$ cat src/rtl/rf_wport_arbiter.sv
// ---------------------------------------------------------------------------
// rf_wport_arbiter
//
// Purpose:
//   Shares the single register-file write port among NREQ writeback sources
//   (ALU, load unit, mul/div HI/LO path). It can also run a clear sweep that
//   writes 0 to registers 1..31 on request. The block sits between the
//   writeback sources and the reg32 array's write decoder. The write-port
//   outputs are registered and drive the register file directly.
//
// Build option:
//   REGARB_RR_EN  defined   -> round-robin arbitration starting at rr_ptr
//                 undefined -> fixed priority, requester 0 highest
//   The FSM, the clear sweep and the handshake are the same in both builds.
//
// Handshake:
//   A requester raises req_valid[i] and holds req_addr/req_data stable until
//   it sees req_ready[i]. The transfer happens on the rising edge where
//   valid & ready are both high. req_ready is combinational and at most
//   one-hot. No grant is given while rf_hold=1, in a clear_start cycle, or
//   during a sweep.
//
// Ports:
//   clk          in   1        rising-edge clock
//   reset        in   1        synchronous, active-high reset
//   req_valid    in   NREQ     requester i has a pending write
//   req_addr     in   NREQ*AW  dest reg of requester i, bits [AW*i +: AW]
//   req_data     in   NREQ*DW  write data of requester i, bits [DW*i +: DW]
//   req_ready    out  NREQ     one-hot grant
//   rf_hold      in   1        freeze: no grants, no writes, sweep pauses
//   clear_start  in   1        pulse: start the clear sweep
//   clear_busy   out  1        sweep in progress
//   rf_wen       out  1        register-file write enable (registered)
//   rf_waddr     out  AW       register-file write address (registered)
//   rf_wdata     out  DW       register-file write data (registered)
//   fsm_state    out  1        debug view of the FSM: 0 = S_ARB, 1 = S_CLEAR
// ---------------------------------------------------------------------------
module rf_wport_arbiter #(
    parameter int NREQ = 3,
    parameter int AW   = 5,
    parameter int DW   = 32
) (
    input  logic                 clk,
    input  logic                 reset,
    input  logic [NREQ-1:0]      req_valid,
    input  logic [NREQ*AW-1:0]   req_addr,
    input  logic [NREQ*DW-1:0]   req_data,
    output logic [NREQ-1:0]      req_ready,
    input  logic                 rf_hold,
    input  logic                 clear_start,
    output logic                 clear_busy,
    output logic                 rf_wen,
    output logic [AW-1:0]        rf_waddr,
    output logic [DW-1:0]        rf_wdata,
    output logic                 fsm_state
);

    typedef enum logic {
        S_ARB   = 1'b0,
        S_CLEAR = 1'b1
    } state_t;

    // The sweep covers the architectural registers 1..31.
    localparam logic [AW-1:0] LAST_REG = AW'(31);

    state_t          state, state_next;
    logic [AW-1:0]   clr_cnt, clr_cnt_next;
    logic            wen_next;
    logic [AW-1:0]   waddr_next;
    logic [DW-1:0]   wdata_next;

    logic            grant_en;
    logic [NREQ-1:0] cand;
    logic [NREQ-1:0] grant;
    logic [AW-1:0]   sel_addr;
    logic [DW-1:0]   sel_data;

    // Grants only happen in S_ARB, outside hold, and never in a cycle that
    // starts a sweep (a hold-masked clear_start does not block grants, since
    // rf_hold already does).
    assign grant_en = (state == S_ARB) && !rf_hold && !clear_start;

`ifdef REGARB_RR_EN
    localparam int PW = (NREQ > 1) ? $clog2(NREQ) : 1;

    logic [PW-1:0]   rr_ptr, rr_next;
    logic [NREQ-1:0] rot;
    logic [PW:0]     pos;

    // Rotate the valid vector so bit 0 is the requester at rr_ptr, pick the
    // first set bit, then map its offset back to an absolute index.
    always_comb begin
        cand = '0;
        pos  = '0;
        rot  = NREQ'({req_valid, req_valid} >> rr_ptr);
        for (int k = 0; k < NREQ; k++) begin
            if (rot[k] && (cand == '0)) begin
                pos = {1'b0, rr_ptr} + (PW+1)'(k);
                if (pos >= (PW+1)'(NREQ))
                    pos = pos - (PW+1)'(NREQ);
                cand[pos[PW-1:0]] = 1'b1;
            end
        end
    end

    // Pointer moves past the granted requester, including addr-0 discards.
    always_comb begin
        rr_next = rr_ptr;
        for (int k = 0; k < NREQ; k++) begin
            if (grant[k])
                rr_next = (k == NREQ - 1) ? '0 : PW'(k + 1);
        end
    end

    always_ff @(posedge clk) begin
        if (reset)
            rr_ptr <= '0;
        else if (|grant)
            rr_ptr <= rr_next;
    end
`else
    // Fixed priority: lowest index wins.
    always_comb begin
        cand = '0;
        for (int k = 0; k < NREQ; k++) begin
            if (req_valid[k] && (cand == '0))
                cand[k] = 1'b1;
        end
    end
`endif

    assign grant     = grant_en ? cand : '0;
    assign req_ready = grant;

    // Mux the granted requester's address and data.
    always_comb begin
        sel_addr = '0;
        sel_data = '0;
        for (int k = 0; k < NREQ; k++) begin
            if (grant[k]) begin
                sel_addr = req_addr[k*AW +: AW];
                sel_data = req_data[k*DW +: DW];
            end
        end
    end

    // Next-state and next-output logic.
    always_comb begin
        state_next   = state;
        clr_cnt_next = clr_cnt;
        wen_next     = 1'b0;
        waddr_next   = rf_waddr;
        wdata_next   = rf_wdata;
        case (state)
            S_ARB: begin
                if (clear_start && !rf_hold) begin
                    state_next   = S_CLEAR;
                    clr_cnt_next = AW'(1);
                end else if ((|grant) && (sel_addr != '0)) begin
                    // A write to $zero is accepted but never reaches the file.
                    wen_next   = 1'b1;
                    waddr_next = sel_addr;
                    wdata_next = sel_data;
                end
            end
            S_CLEAR: begin
                if (!rf_hold) begin
                    wen_next   = 1'b1;
                    waddr_next = clr_cnt;
                    wdata_next = '0;
                    if (clr_cnt == LAST_REG) begin
                        state_next   = S_ARB;
                        clr_cnt_next = '0;
                    end else begin
                        clr_cnt_next = clr_cnt + AW'(1);
                    end
                end
            end
            default: begin
                state_next   = S_ARB;
                clr_cnt_next = '0;
            end
        endcase
    end

    always_ff @(posedge clk) begin
        if (reset) begin
            state    <= S_ARB;
            clr_cnt  <= '0;
            rf_wen   <= 1'b0;
            rf_waddr <= '0;
            rf_wdata <= '0;
        end else begin
            state    <= state_next;
            clr_cnt  <= clr_cnt_next;
            rf_wen   <= wen_next;
            rf_waddr <= waddr_next;
            rf_wdata <= wdata_next;
        end
    end

    assign clear_busy = (state == S_CLEAR);
    assign fsm_state  = (state == S_CLEAR);

endmodule

$ cat config.mk
export PLATFORM = sky130hd
export DESIGN_NAME = rf_wport_arbiter
export DESIGN_NICKNAME = d
export VERILOG_FILES = /design/src/rtl/rf_wport_arbiter.sv
export SDC_FILE = /design/constraint.sdc
export NUM_CORES = 1
export LEC_CHECK = 0
export BUFFER_PORTS_ARGS = -buffer_cell sky130_fd_sc_hd__clkbuf_2
export CAP_MARGIN = 20
export CORE_ASPECT_RATIO = 0.5
export CORE_MARGIN = 2
export CORE_UTILIZATION = 43
export DETAILED_ROUTE_END_ITERATION = 6
export GPL_TIMING_DRIVEN = 0
export PLACE_DENSITY_LB_ADDON = 0.08
export REMOVE_ABC_BUFFERS = 1
export SLEW_MARGIN = 10
export SYNTH_ARGS = -nofsm -noshare
export SYNTH_HDL_FRONTEND = slang
export SYNTH_SLANG_ARGS = --single-unit
export TNS_END_PERCENT = 50
$ cat constraint.sdc
create_clock -name clk -period 3.9 [get_ports clk]
set_input_delay 0.39 -clock clk [delete_from_list [all_inputs] [get_ports clk]]
set_output_delay 0.39 -clock clk [all_outputs]
set_load 0.05 [all_outputs]
# ---- After elaboration in Yosys (flattened, before gate mapping)
# Cells that the tools add are included.
dict set report word_totals {
  ff_bits 44
  output_inout_bits 43
  wordCells 56
}
dict set report classes {
  add_sub_neg 1
  eq_ne 5
  mux 30
  bitwise_logic 2
  reduce_logical 13
}
# operator n
set op_table {}
lappend op_table {{$mux 32} 6}
lappend op_table {{$pmux 32 s2} 1}
lappend op_table {{$mux 5} 9}
lappend op_table {{$pmux 5 s2} 2}
lappend op_table {{$mux 1} 9}
lappend op_table {{$logic_and 1x1->1} 6}
lappend op_table {{$add 5x1->5 const B} 1}
lappend op_table {{$eq 5x5->1 const B} 1}
lappend op_table {{$reduce_bool 5->1} 1}
lappend op_table {{$ne 2x1->1 const B} 2}
lappend op_table {{$ne 2x2->1 const B} 2}
lappend op_table {{$pmux 1 s2} 2}
lappend op_table {{$mux 3} 1}
lappend op_table {{$reduce_and 3->1} 1}
lappend op_table {{$reduce_or 3->1} 1}
lappend op_table {{$logic_not 1->1} 2}
lappend op_table {{$logic_not 2->1} 1}
lappend op_table {{$not 1->1} 2}
lappend op_table {{$reduce_and 2->1} 1}

# ---- Logic depth before layout (Yosys ltp)
dict set report depth {
  ltp_word 16
  depth_mapped 9
  depth_no_buf 6
}

# ---- Least setup slack after synthesis
# Ideal clock, no wire load.
dict set report synth_timing {
  kind {register to register}
  start {register state (netlist: clear_busy)}
  end {register rf_wdata[11]}
  setup_time_ps 121
  t_arrival_ps 2895
  t_required_ps 3779
  setup_slack_ps 883
  stages_incl_launch_ff 9
  path_buffers 3
  period_less_slack_ps 3017
  cell_sequence {dfxtp_1 or4_1 buf_2 or3_1 a221o_1 or3_1 buf_6 buf_6 mux2_4}
}
dict set report synth_via {
  elab_chain_cells 11
}
# element line
set synth_lines {}
lappend synth_lines {{from (decl)} 66} ;# state_t state, state_next;
lappend synth_lines {{from (signal assigned)} 194} ;# state <= state_next;
lappend synth_lines {{$not 1->1} n/a}
lappend synth_lines {{$logic_and 1x1->1 (2 in series)} 81} ;# assign grant_en = (state == S_ARB) && !rf_hold && !clear_start;
lappend synth_lines {{$mux 3} 132} ;# assign grant = grant_en ? cand : '0;
lappend synth_lines {{$mux 5 (3 in series)} 140} ;# if (grant[k]) begin
lappend synth_lines {{$reduce_bool 5->1} 159} ;# end else if ((|grant) && (sel_addr != '0)) begin
lappend synth_lines {{$logic_and 1x1->1} 159}
lappend synth_lines {{$ne 2x1->1 (no source line)} n/a}
lappend synth_lines {{$reduce_and 3->1 (no source line)} n/a}
lappend synth_lines {{to (signal assigned)} 198} ;# rf_wdata <= wdata_next;
lappend synth_lines {{to (decl)} 54} ;# output logic [DW-1:0] rf_wdata,
# Parallel ways exist; a longest one is shown, timed or not. The select of a mux whose other input is x is not followed.
# A chain may end at the register's enable or synchronous reset.

# ---- Final worst setup path
dict set report layout_timing {
  start {register state (netlist: clear_busy)}
  end {register rf_wdata[5]}
}
# The elaborated chain is that of the path after synthesis.

==> reports/results.tsv <==
metric	value	unit
status	finished, violations left	
violations	design-rule violations	
yosys.area_share.simple	16.86	%
instances_no_fill	486	
place_ws	164.1	ps
finalClockSkew	3.224	ps
placedCellCount	477	
start_kind	flop	
grt_max_degree	34	
yosys_warnings	0	
crit_chain	or4_1 > nor2_2 > mux2_2 > or3_2 > mux2_1	
ctsResizeCount	0	
yosys-top-cells-area	dfxtp_1 35%, a222oi_1 13%, mux2_4 9.0%	
synth_top_flop_cell	dfxtp_1	
postCtsHoldBufs	0	
synth-xor-area-share	0	%
layout_commonest_cell	clkbuf_2	
vdd_drop_max	304.3	uV
post_cts_buffers	0	
grt_pass1_wl	11.97	mm
wirelength	7.354	mm
cts.sinks	44	
setup_violations	0	
busiest_layer	met2	
gp_congestion	0.7853	
cts_buffers	5	
globalRouteOverflowTotal	0	
antenna_found_initial	0	
die_area	6498	um^2
tightestPinTransition	813.7	ps
setup_slack	221.3	ps
syn_to_final_growth	39.70	%
start_util	45.10	%
first_pass_iters	7	
ys_seq_area_share	35.11	%
synth_edf_count	0	
fp.dieW	112.0	um
dr_total_vias	2754	
ys_ff_latch	44	
crit_fanout	28	
diodes	0	
use_met2	43.38	%
grtUsageMet1	26.05	%
synth_cell_types	38	
drv_slew	0	
synth_fa_ha_area_share	0.9975	%
final_cell_area	3505	um^2
fp-row-count	19	
ant_nets	0	
grtUsageTotal	22.37	%
synth_cells	267	
crit_path_max_incr_delay	860	ps
worstPathArrival	3840	ps
drt_iter0_drc	243	
cts_tree	done	
p_leak	1.744	nW
synth_top_area_share	35.11	%
cts-htree-levels	2	
hpwlAfterDp	5.601	mm
post-route-period-util	94.33	%
async_flop_share	0	%
synth.area.mux_share	14.71	%
drive_above_1_share	48.91	%
final_cell_mix	160 x clkbuf_2, 44 x dfxtp_1, 34 x nor2_1, 32 x a222oi_1, 24 x nor2b_1	
port_buffers	160	
placed_area	3307	um^2
use_met3	5.126	%
maxSlewHeadroom	45.61	%
hp-class	input pin to flop	
cp.required	4060	ps
finalPower	0.001284	W
cp-end-kind	flop	
coreArea	5563	um^2
synth_top_area_cell	dfxtp_1	
avgSynthCellArea	9.396	um^2
synth_top_family_by_area	compound AO/OA/AOI/OAI gates	
synth_compound_area_share	25.24	%
p_per_area	366.2	nW/um^2
critPathSlowestCell	or3_2	
dieHeight	58.01	um
via_per_inst	5.667	
io_pins	161	
fin_crit	3679	ps
rsz0062_at_grt	false	
finalNetCount	532	
cts_buffer_depth	2	
cts.clk_slew.worst_paths	60	ps
insertion_delay	280	ps
syn_area	2509	um^2
drc	1	
critPathKind	flop to flop	
wl_per_cell	15.13	um
fmax	271.8	MHz
maxCapViolations	0	
cts_root_buf	clkbuf_16	
first_global_vias	2682	
hold_violations	0	
-- state kept, by name, summed over array words and instances, names as in the netlist --
signal and cells:
rf_wdata 32, clr_cnt 5, rf_waddr 5, clear_busy 1, rf_wen 1
-- per-stage QoR --
step	util [%]	hold slack (ps)	setup TNS (ps)
6_report	63.00	401.9	0
5_1_grt	63.00	434.7	0
4_1_cts	62.73	395.2	0
3_5_place_dp	59.45	483.5	0
3_3_place_gp	58.68	480.0	-147720
2_1_floorplan	-	457.7	-142770
-- power by group --
group          switching (W)  internal (W)
Clock               0.000168      0.000337
Sequential         0.0000133      0.000469
Combinational       0.000182      0.000113
Total               0.000364      0.000920
-- area by class of cell --
cell class                 count  area [um^2]
clock inverter                 1        30.03
fill                         519         2058
timing repair buffer         165        848.3
tap                           73        91.34
multi-input combinational    185         1460
clock buffer                   7        152.6
sequential                    44        880.8
inverter                      11        41.29
-- worst max-delay path, delay by kind of cell (launching register included) --
family	cells	cell delay, ps
and+or+nand+nor	3	2170
muxes	2	920
DFF	1	470
-- final timing paths --
check | start | end | slack (ps) | cells past startpoint
worst min-delay path | clear_start | clear_busy | 400 | 3
worst max-delay path | clear_busy | rf_wdata[5] | 220 | 5
worst max register to register | clear_busy | rf_wdata[5] | 220 | 5
worst min register to register | rf_wdata[10] | rf_wdata[10] | 490 | 1
-- synthesized netlist by cell type (all sizes together), types with 2 or more instances --
cell,number
a21oi,12
a222oi,32
a22oi,4
a32o,10
and2,3
buf,6
clkbuf,21
dfxtp,44
ha,2
inv,11
mux2,26
mux2i,2
nand2,2
nand2b,2
nor2,35
nor2b,24
nor3,5
o21ai,3
o2bb2ai,2
o41ai,5
or2,2
or3,3
-- metal layers --
| metal | vias up | share of wire, % |
|---|---|---|
| met4 | 0 | 0.54 |
| met2 | 120 | 50 |
| met1 | 1311 | 41 |
| met3 | 4 | 8.0 |
| li1 | 1319 | - |
| met5 | - | 0 |
-- logic make-up (layout without fill, tap and decap cells) --
family / Yosys count / count (layout)
simple gates: 82 / 82
compound gates: 73 / 73
flops: 44 / 44
fa+ha+maj: 2 / 2
buf+inv: 38 / 184
mux: 28 / 28
No activity file was read; power rests on OpenSTA's default activity.
